**config.mk**
```make
export PLATFORM = sky130hd
export DESIGN_NAME = volume_apply
export DESIGN_NICKNAME = d
export VERILOG_FILES = /design/src/rtl/volume_apply.sv
export SDC_FILE = /design/constraint.sdc
export NUM_CORES = 1
export LEC_CHECK = 0
export ABC_AREA = 1
export BUFFER_PORTS_ARGS = -buffer_cell sky130_fd_sc_hd__buf_2
export CAP_MARGIN = 15
export CORE_MARGIN = 8
export CORE_UTILIZATION = 63
export CTS_CLUSTER_SIZE = 20
export DETAILED_ROUTE_END_ITERATION = 8
export GPL_ROUTABILITY_DRIVEN = 0
export PLACE_DENSITY = 0.83
export SETUP_SLACK_MARGIN = 0.3
export SLEW_MARGIN = 20
export SYNTH_ARGS = -nofsm -noshare
export SYNTH_HDL_FRONTEND = slang
export SYNTH_SLANG_ARGS = --single-unit
```
**constraint.sdc**
```tcl
create_clock -name clk_i -period 6.6 [get_ports clk_i]
set_input_delay 0.66 -clock clk_i [delete_from_list [all_inputs] [get_ports clk_i]]
set_output_delay 0.66 -clock clk_i [all_outputs]
set_load 0.01 [all_outputs]
```
**src/rtl/volume_apply.sv**
```systemverilog
// Applies a ramped volume gain to a signed 16-bit sample stream through a 2-stage pipeline.
// Latency is 2 cycles and one sample per cycle; both stages stall together when smpl_rdy_i is low.
module volume_apply (
  input  logic        clk_i,
  input  logic        rst_i,
  input  logic [7:0]  vol_lvl_i,
  input  logic        mute_i,
  input  logic [15:0] smpl_i,
  input  logic        smpl_val_i,
  output logic        smpl_rdy_o,
  output logic [15:0] smpl_o,
  output logic        smpl_val_o,
  input  logic        smpl_rdy_i,
  output logic        clip_o,
  output logic        ramping_o
);

  typedef enum logic [1:0] {IDLE, UP, DOWN} state_t;

  localparam logic [6:0]         MAX_GAIN = 7'd80;
  localparam logic signed [22:0] SAT_MAX  = 23'sd32767;
  localparam logic signed [22:0] SAT_MIN  = -23'sd32768;

  state_t state, state_next;
  logic [6:0] target;
  logic [6:0] gain, gain_next;
  logic       en, accept;

  logic               s1_valid;
  logic signed [15:0] s1_smpl;
  logic [6:0]         s1_gain;
  logic signed [22:0] prod, shifted;
  logic [15:0]        sat;
  logic               sat_clip;

  assign en         = !smpl_val_o || smpl_rdy_i;
  assign smpl_rdy_o = en;
  assign accept     = smpl_val_i && en;
  assign ramping_o  = (state != IDLE);

  always_comb begin
    target = vol_lvl_i[6:0];
    if (mute_i)
      target = 7'd0;
    else if (vol_lvl_i > 8'd80)
      target = MAX_GAIN;
  end

  // Step direction comes from the registered state; the next state compares the
  // post-step gain so the ramp stops on the same accept that reaches the target.
  always_comb begin
    gain_next  = gain;
    state_next = IDLE;
    if (accept) begin
      case (state)
        UP:      gain_next = gain + 7'd1;
        DOWN:    gain_next = gain - 7'd1;
        default: gain_next = gain;
      endcase
    end
    if (gain_next < target)
      state_next = UP;
    else if (gain_next > target)
      state_next = DOWN;
  end

  always_ff @(posedge clk_i or posedge rst_i) begin
    if (rst_i) begin
      state <= IDLE;
      gain  <= 7'd0;
    end else begin
      state <= state_next;
      gain  <= gain_next;
    end
  end

  always_comb begin
    prod     = s1_smpl * $signed({1'b0, s1_gain});
    shifted  = prod >>> 6;
    sat      = shifted[15:0];
    sat_clip = 1'b0;
    if (shifted > SAT_MAX) begin
      sat      = 16'h7fff;
      sat_clip = 1'b1;
    end else if (shifted < SAT_MIN) begin
      sat      = 16'h8000;
      sat_clip = 1'b1;
    end
  end

  always_ff @(posedge clk_i or posedge rst_i) begin
    if (rst_i) begin
      s1_valid   <= 1'b0;
      s1_smpl    <= '0;
      s1_gain    <= '0;
      smpl_val_o <= 1'b0;
      smpl_o     <= '0;
      clip_o     <= 1'b0;
    end else if (en) begin
      s1_valid   <= smpl_val_i;
      s1_smpl    <= smpl_i;
      s1_gain    <= gain;
      smpl_val_o <= s1_valid;
      smpl_o     <= sat;
      clip_o     <= sat_clip;
    end
  end

endmodule
```
Yosys cells after proc, flatten, opt, wreduce, memory -nomap -nowiden
Cells that the tools add are included.
{"block": "totals", "reg_bits": 51, "latchBits": 0, "ram_bits": 0, "mem_bits_ro": 0, "inputBits": 29, "output_inout_bits": 20, "elab_cells": 32, "n_memories": 0}
{"block": "op_classes", "add_sub_neg": 2, "n_mul": 1, "div": 0, "order_cmp": 5, "n_eq_ne": 2, "shifts": 0, "muxes": 10, "bitwise": 0, "n_reduce_logical": 4}
{"cell": "two-way mux 16 bit", "count": 2}
{"cell": "multiplier 16 x 8 -> 23 bit", "count": 1}
{"cell": "two-way mux 7 bit", "count": 3}
{"cell": "> comparator 17 x 16 -> 1 bit, second input constant", "count": 1}
{"cell": "less-than comparator 17 x 16 -> 1 bit, second input constant", "count": 1}
{"cell": "case mux 7 bit (2 select lines)", "count": 1}
{"cell": "> comparator 8 x 7 -> 1 bit, second input constant", "count": 1}
{"cell": "adder 7 x 1 -> 7 bit, second input constant", "count": 1}
{"cell": "> comparator 7 bit", "count": 1}
{"cell": "less-than comparator 7 bit", "count": 1}
{"cell": "subtractor 7 x 1 -> 7 bit, second input constant", "count": 1}
{"cell": "two-way mux 2 bit", "count": 2}
{"cell": "== test 2 x 1 -> 1 bit, second input constant", "count": 1}
{"cell": "== test 2 bit, second input constant", "count": 1}
{"cell": "two-way mux 1 bit", "count": 2}
{"cell": "nonzero test 2 bit", "count": 1}
{"cell": "logical AND 1 bit", "count": 1}
{"cell": "logical NOT 1 bit", "count": 1}
{"cell": "logical OR 1 bit", "count": 1}

Depth between registers and ports, before layout
Gate-level depths: netlist of run 1.
{"block": "logic_depth", "ltp_word": 7, "mapped_depth": 29, "ltp_nobuf": 26}

Worst setup path after synthesis of run 1
OpenSTA, ideal clock, no wires.
{"block": "synth_timing", "path_type": "reg2reg", "startpoint": "reg s1_gain[4]", "endpoint": "reg smpl_o[3]", "setup_ns": 0.116, "arrival_time_ns": 4.614, "t_required_ns": 6.484, "setup_slack_ns": 1.870, "path_stages_with_launch": 26, "n_path_buf": 3, "synth_period_minus_slack_ns": 4.730, "path_cell_list": "dfrtp_1 > clkbuf_1 > clkbuf_1 > nand2_1 > fa_1 > inv_1 > fa_1 > fa_1 > inv_1 > fa_1 > inv_1 > ha_1 > nand2_1 > nor2_1 > nand2_1 > nor2_1 > nand2_2 > nand3_2 > nand2_2 > nand2_2 > nand2_2 > buf_6 > nand2_1 > nand2_1 > nand2_1 > nand2_1"}
{"block": "synth_between", "elab_chain_len": 4, "word_cells_on_any_way": 5, "classes_between": "mul (1); order compare (2); mux (2)"}
{"element": "from (decl)", "line_no": "31", "rtl": "logic [6:0] s1_gain;"}
{"element": "from (signal assigned)", "line_no": "102", "rtl": "s1_gain <= gain;"}
{"element": "multiplier 16 x 8 -> 23 bit (*)", "line_no": "78", "rtl": "prod = s1_smpl * $signed({1'b0, s1_gain});"}
{"element": "less-than comparator 17 x 16 -> 1 bit", "line_no": "85", "rtl": "end else if (shifted < SAT_MIN) begin"}
{"element": "two-way mux 16 bit", "line_no": "85"}
{"element": "two-way mux 16 bit (*)", "line_no": "82", "rtl": "if (shifted > SAT_MAX) begin"}
{"element": "to (signal assigned)", "line_no": "104", "rtl": "smpl_o <= sat;"}
{"element": "to (decl)", "line_no": "11", "rtl": "output logic [15:0] smpl_o,"}
Mark *: on every way between the ends. The rest lies on a longest branch, timed or not.
A chain may end at the register's enable or synchronous reset.

Final worst setup path of run 1
{"block": "layout_timing", "startpoint": "reg s1_gain[2]", "endpoint": "reg smpl_o[11]"}
The elaborated chain is that of the path after synthesis.

==> results of run 1 <==
cell type report:
type / instances / area [µm²]
Clock buffer: 5 / 68.82
Clock inverter: 3 / 26.28
Fill cell: 928 / 3467
Inverter: 252 / 945.9
Multi-Input combinational cell: 646 / 4563
Sequential cell: 51 / 1276
Tap cell: 140 / 175.2
Timing Repair Buffer: 52 / 270.3
worst min-delay path, delay by kind of cell, from the launching register on:
kind / cells / cell delay, ns
flip-flops: 1 / 0.35
AND/OR/NAND/NOR: 1 / 0.05
buffers and inverters: 1 / 0.05
state kept, by name, summed over array words and instances, names as in the netlist:
signal and count:
gain 7, s1_gain 7, smpl_o 16, clip_o 1, smpl_val_o 1, state 2
s1_valid 1, s1_smpl 16
path summary, 6_finish.rpt:
check / start / to / slack [ns] / depth (start not counted)
max in group asynchronous: rst_i / clip_o$_DFFE_PP0N_ / 5.65 / 3
hold reg to reg: s1_valid$_DFFE_PP0N_ / smpl_val_o$_DFFE_PP0N_ / 0.47 / 2
setup / recovery: s1_gain[2]$_DFFE_PP0N_ / smpl_o[11]$_DFFE_PP0N_ / 1.14 / 19
hold / removal: s1_valid$_DFFE_PP0N_ / smpl_val_o$_DFFE_PP0N_ / 0.47 / 2
setup reg to reg: s1_gain[2]$_DFFE_PP0N_ / smpl_o[11]$_DFFE_PP0N_ / 1.14 / 19
min in group asynchronous: rst_i / s1_gain[0]$_DFFE_PP0N_ / 0.50 / 3
metrics by stage:
stage	instance area [µm²]	hold WS (ns)	cells	util (%)
after floorplan	6955	0.4198	987	-
after global placement	7231	0.4326	1141	67.00
after detailed placement	7231	0.4486	1141	67.00
after CTS	7326	0.4749	1149	67.88
after global routing	7326	0.5025	1149	67.88
final	7326	0.4686	1149	67.88
cells in the final DEF, fill, tap and decap left out, types with 3 or more instances in the layout:
master    netlist  final
or2_2           6      6
nand4_1         6      6
inv_1         251    250
ha_1           57     57
xor2_1          9      9
nor2_2          2      3
fa_1           84     84
buf_4           0      4
nor2_1         28     27
dfrtp_1        51     51
nand3b_1        5      5
o21bai_1        4      4
nand2_2        10     10
nand2_1       365    365
nand3_1        20     20
clkbuf_8        0      5
buf_2           1     48
o21ai_0        10     10
xnor2_1         3      3
a21oi_1        24     24
per-layer routing:
layer	global-route usage [%]	up-vias
met4	7.494	0
met1	25.40	2742
met5	0	-
met3	2.420	40
met2	41.14	126
li1	-	2888
cells by family after synthesis:
kind of cell	after synthesis
AO/OA/AOI/OAI	43
XOR/XNOR	12
adder cells (fa/ha/maj)	141
buffers and inverters	290
flip-flops	51
multiplexers	1
AND/OR/NAND/NOR	449
==> insert_results.sql, run 1 <==
INSERT INTO impl_metrics (metric_group, metric, value, unit) VALUES
('yosys', 'yosys.area.top_type_share', '24.18', '%'),
('timing', 'finalHoldViolations', '0', ''),
('floorplan', 'chipHeight', '121.1', 'µm'),
('cts', 'cts_max_path_buffers', '2', ''),
('cts', 'cts-root-buf', 'clkbuf_8', ''),
('timing', 'achievable-frequency', '183.1', 'MHz'),
('grt', 'grt_overflow_total', '0', ''),
('yosys', 'synthXorXnorAreaFrac', '1.511', '%'),
('drt', 'route.met2.wl', '7835', 'µm'),
('yosys', 'syn-mean-instance-area', '7.047', 'µm²'),
('drt', 'dr_wl_met3', '429', 'µm'),
('yosys', 'syn-instance-count', '987', ''),
('placed_design', 'place.port_buffers', '48', ''),
('drt', 'dr_total_vias', '5796', ''),
('run', 'maxCapViolCount', '0', ''),
('drt', 'detail_route.wl_per_cell', '12.80', 'µm'),
('grt', 'grt_pass1_wl', '26740', 'µm'),
('yosys', 'yosysWarnings', '0', ''),
('floorplan', 'core_area', '10790', 'µm²'),
('critical_path', 'sum_of_buffers_and_inverters_on_the_critical_path', '3', ''),
('cts', 'htree_num_levels', '2', ''),
('timing', 'relSlewSlack', '54.00', '%'),
('cts', 'worst_setup_hold_path_clk_slew', '0.12', 'ns'),
('yosys', 'synthesis.nets', '1157', ''),
('timing', 'final.setup.tns', '0', 'ns'),
('grt', 'number_of_global_route_vias_before_repair', '6081', ''),
('cts', 'cts_resized', '0', ''),
('floorplan', 'design.die.area', '14660', 'µm²'),
('critical_path', 'worstPathCellList', 'nand2_1, fa_1, inv_1, fa_1, fa_1, inv_1, fa_1, inv_1, ha_1, nand2_1, nor2_1, nand2_1, nor2_1, nand2_2, nand4_1, nand4_1, nand2_1, nand2_1, nand2_1', ''),
('cts', 'cts.hold.buffers_added', '0', ''),
('cts', 'numClockSinks', '51', ''),
('drt', 'detailedRoute.firstPassIterationCount', '5', ''),
('floorplan', 'io_pins', '49', ''),
('timing', 'worst_slew_pin_slew', '0.6900', 'ns'),
('yosys', 'synth_seq_cells', '51', ''),
('cells_and_area', 'final_nets', '1178', ''),
('critical_path', 'critical_path_class', 'flop to flop', ''),
('grt', 'grt_start_max_net_pins', '52', ''),
('timing', 'layout_min_cycle_time', '5.462', 'ns'),
('placed_design', 'dpl.hpwl', '11850', 'µm'),
('outcome', 'outcome', 'finished, final reports clean', ''),
('yosys', 'commonest_register_cell_after_synthesis', 'dfrtp_1', ''),
('yosys', 'post_synth_most_frequent_cells', 'nand2_1 (365), inv_1 (251), fa_1 (84), ha_1 (57), dfrtp_1 (51)', ''),
('cells_and_area', 'final_layout_size_suffix_gt1_share', '8.127', '%'),
('critical_path', 'endpoint_kind', 'flop', ''),
('drt', 'highest_layer', 'met4', ''),
('yosys', 'netlist_area', '6955', 'µm²'),
('cts', 'clock_network_latency_to_the_later_pin_of_the_worst_skew_pair', '0.32', 'ns'),
('yosys', 'synth_top_family_by_area', 'adder cells', ''),
('yosys', 'number_of_enable_type_register_cells_in_the_synthesized_netlist', '0', ''),
('drt', 'wl_met1', '6035', 'µm'),
('critical_path', 'timing.critical_path.arrival', '5.72', 'ns'),
('cts', 'postCtsSetupBuffers', '0', ''),
('timing', 'rsz0062_at_grt', 'false', ''),
('timing', 'setup_violations', '0', ''),
('critical_path', 'critical_path_peak_fanout', '17', ''),
('timing', 'fin_crit_sh', '82.76', '%'),
('grt', 'gr-usage-all-layers', '22.00', '%'),
('cells_and_area', 'syn2layout_area_growth', '5.325', '%'),
('floorplan', 'die_width', '121.1', 'µm'),
('timing', 'finClkSkew', '0.01556', 'ns'),
('critical_path', 'crit_required', '6.86', 'ns'),
('yosys', 'synth_simple_gate_area_share', '25.99', '%'),
('yosys', 'synth_top_area_cell', 'fa_1', ''),
('yosys', 'post-synth-top-count-cell', 'nand2_1', ''),
('cts', 'tritoncts', 'yes', ''),
('yosys', 'async_reset_ff_share', '100.0', '%'),
('drt', 'viasPerCell', '5.044', ''),
('critical_path', 'worstSetupStartpointType', 'flop', ''),
('critical_path', 'worst_path_dominant_cell_family', 'adder cells', ''),
('yosys', 'synth-adder-area-share', '34.43', '%');
Power of run 1 is left out: the tool's default activity adds up to more than one toggle a clock period on the data nets, which glitch-free logic cannot reach.
==> inputs of run 2 (changes only) <==
==> constraint.sdc (replaced) <==
create_clock -name clk_i -period 5.15 [get_ports clk_i]
set_input_delay 0.515 -clock clk_i [delete_from_list [all_inputs] [get_ports clk_i]]
set_output_delay 0.515 -clock clk_i [all_outputs]
set_load 0.01 [all_outputs]
==> insert_results.sql, run 2 (synthesis gave the netlist of run 1 again) <==
INSERT INTO impl_metrics (metric_group, metric, value, unit) VALUES
('timing', 'achievable-frequency', '213.0', 'MHz'),
('outcome', 'outcome', 'finished, final reports clean', ''),
('critical_path', 'worstSetupStartpointType', 'flop', ''),
('floorplan', 'design.die.area', '14660', 'µm²'),
('floorplan', 'placement_rows', '38', ''),
('drt', 'final_antenna_net_count', '0', ''),
('placed_design', 'place.port_buffers', '48', ''),
('timing', 'timing_max_transition_violations_final', '0', ''),
('grt', 'initial_antenna_violation_count', '0', ''),
('cts', 'worst_setup_hold_path_clk_slew', '0.12', 'ns'),
('floorplan', 'die_width', '121.1', 'µm'),
('timing', 'finClkSkew', '0.01340', 'ns'),
('grt', 'grt_use_met1', '25.35', '%'),
('floorplan', 'effective_utilization_at_floorplan', '64.44', '%'),
('cts', 'cts_max_path_buffers', '2', ''),
('timing', 'finalHoldViolations', '0', ''),
('drt', 'dr_total_vias', '6074', ''),
('placed_design', 'dpl.hpwl', '12200', 'µm'),
('grt', 'grt_overflow_total', '0', ''),
('cells_and_area', 'syn2layout_area_growth', '10.42', '%'),
('placed_design', 'worst_setup_timing_slack_at_the_placement_stage', '0.1977', 'ns'),
('cts', 'numCtsBuffers', '5', ''),
('grt', 'grt_pass1_wl', '27020', 'µm'),
('floorplan', 'chipHeight', '121.1', 'µm'),
('grt', 'gr-usage-all-layers', '22.66', '%'),
('timing', 'setup_violations', '0', ''),
('critical_path', 'timing.critical_path.arrival', '4.97', 'ns'),
('cts', 'tritoncts', 'yes', ''),
('grt', 'grt_start_max_net_pins', '52', ''),
('drt', 'post-route-drc-count', '0', ''),
('timing', 'relSlewSlack', '47.96', '%'),
('grt', 'use_met3', '3.025', '%'),
('hold_path', 'hold_class', 'primary input to asynchronous set/reset pin', ''),
('drt', 'drtIter0Drc', '373', ''),
('cells_and_area', 'final_nets', '1191', ''),
('cts', 'cts.hold.buffers_added', '0', ''),
('timing', 'rsz0062_at_grt', 'false', ''),
('cells_and_area', 'layout.cells.most_common', 'nand2_1', ''),
('timing', 'worst_slew_pin_slew', '0.7795', 'ns'),
('cells_and_area', 'final_cell_mix', 'nand2_1 (361), inv_1 (250), fa_1 (80)', ''),
('timing', 'finalWorstSetupSlack', '0.4555', 'ns'),
('drt', 'detail_route.wl_per_cell', '14.37', 'µm'),
('timing', 'final.setup.tns', '0', 'ns'),
('drt', 'detailedRoute.firstPassIterationCount', '5', ''),
('drt', 'viasPerCell', '5.227', ''),
('timing', 'fin_crit_sh', '91.16', '%'),
('cts', 'htree_num_levels', '2', ''),
('cells_and_area', 'biggestRegsByFlops', 's1_smpl: 16 flops, smpl_o: 16 flops', ''),
('grt', 'gr-usage-met2', '42.00', '%'),
('critical_path', 'crit_required', '5.43', 'ns'),
('cts', 'clock_network_latency_to_the_later_pin_of_the_worst_skew_pair', '0.33', 'ns'),
('critical_path', 'worstRegToRegCells', '21', ''),
('cells_and_area', 'diodes', '0', ''),
('grt', 'number_of_global_route_vias_before_repair', '6166', ''),
('timing', 'layout_min_cycle_time', '4.695', 'ns'),
('drt', 'wl', '16700', 'µm'),
('timing', 'hold_ws', '0.3665', 'ns'),
('floorplan', 'io_pins', '49', ''),
('cts', 'cts-root-buf', 'clkbuf_8', ''),
('cells_and_area', 'final_layout_size_suffix_gt1_share', '13.99', '%'),
('run', 'maxCapViolCount', '0', ''),
('floorplan', 'core_area', '10790', 'µm²'),
('cts', 'numClockSinks', '51', ''),
('critical_path', 'critical_path_peak_fanout', '8', ''),
('grt', 'grt_most_used_layer', 'met2', ''),
('placed_design', 'post-place-cells', '1144', ''),
('cells_and_area', 'layout.cells.non_filler', '1162', ''),
('critical_path', 'critical_path_class', 'flop to flop', ''),
('critical_path', 'endpoint_kind', 'flop', '');
==> run 2: changes by cell type in the layout (fill, tap and decap cells not counted), sizes merged <==
cell      change
clkbuf        +2
clkinv        -1
inv           -1
clkinvlp      +1
buf          +11
bufinv        +1
==> run 2: timing repair <==
item                                    4_1_cts  5_1_grt
resized for setup                             2       53
setup buffers                                 0        9
pin swaps                                     0        5
endpoints found under the setup margin       16       16
hold endpoints to repair                      0        0
cloned                                        0        1
==> run 2: worst max-delay path: stages (launching register included) <==
cell and delay [ns]:
dfrtp_2 0.40, clkbuf_4 0.22, nand2_1 0.11, fa_1 0.54
inv_1 0.05, fa_1 0.46, fa_1 0.54, inv_1 0.05
fa_1 0.53, inv_1 0.07, ha_4 0.29, nand2_1 0.11
nor2_2 0.18, nand2_1 0.10, nor2_1 0.10, nand2_1 0.09
nand4_1 0.14, nand4_1 0.23, buf_4 0.23, nand2_1 0.07
nand2_1 0.04, nand2_1 0.09
==> run 2: per-layer routing <==
metal	vias to the layer above	routed length, µm	share of wire [%]
met1	2926	6409	38
li1	2897	-	-
met5	-	0	0
met2	196	8955	54
met4	0	554	3.3
met3	55	782	4.7
==> run 2: layout make-up <==
| class | count | area, µm² |
|---|---|---|
| fillers | 843 | 3113 |
| multi-input cells | 646 | 4776 |
| well taps | 140 | 175.2 |
| inverters | 252 | 945.9 |
| repair buffers | 65 | 371.6 |
| clock buffers | 5 | 68.82 |
| clock inverters | 3 | 46.29 |
| flip-flops and latches | 51 | 1296 |
==> run 2: worst paths after layout <==
path / startpoint / endpoint / slack [ns]
max: s1_gain[4]$_DFFE_PP0N_ / smpl_o[0]$_DFFE_PP0N_ / 0.46
min: rst_i / gain[5]$_DFF_PP0_ / 0.37
max reg2reg: s1_gain[4]$_DFFE_PP0N_ / smpl_o[0]$_DFFE_PP0N_ / 0.46
min reg2reg: s1_valid$_DFFE_PP0N_ / smpl_val_o$_DFFE_PP0N_ / 0.46
max in group asynchronous: rst_i / s1_gain[2]$_DFFE_PP0N_ / 4.29
min in group clk_i: smpl_i[9] / s1_smpl[9]$_DFFE_PP0N_ / 0.37
==> run 2: per-stage QoR <==
stage                     util, %  area, µm²
after floorplan                 -       6955
final                       71.16       7680
after global routing        71.16       7680
after detailed placement    67.20       7253
after global placement      67.20       7253
after CTS                   68.29       7371
Power of run 2 is left out for the same reason.
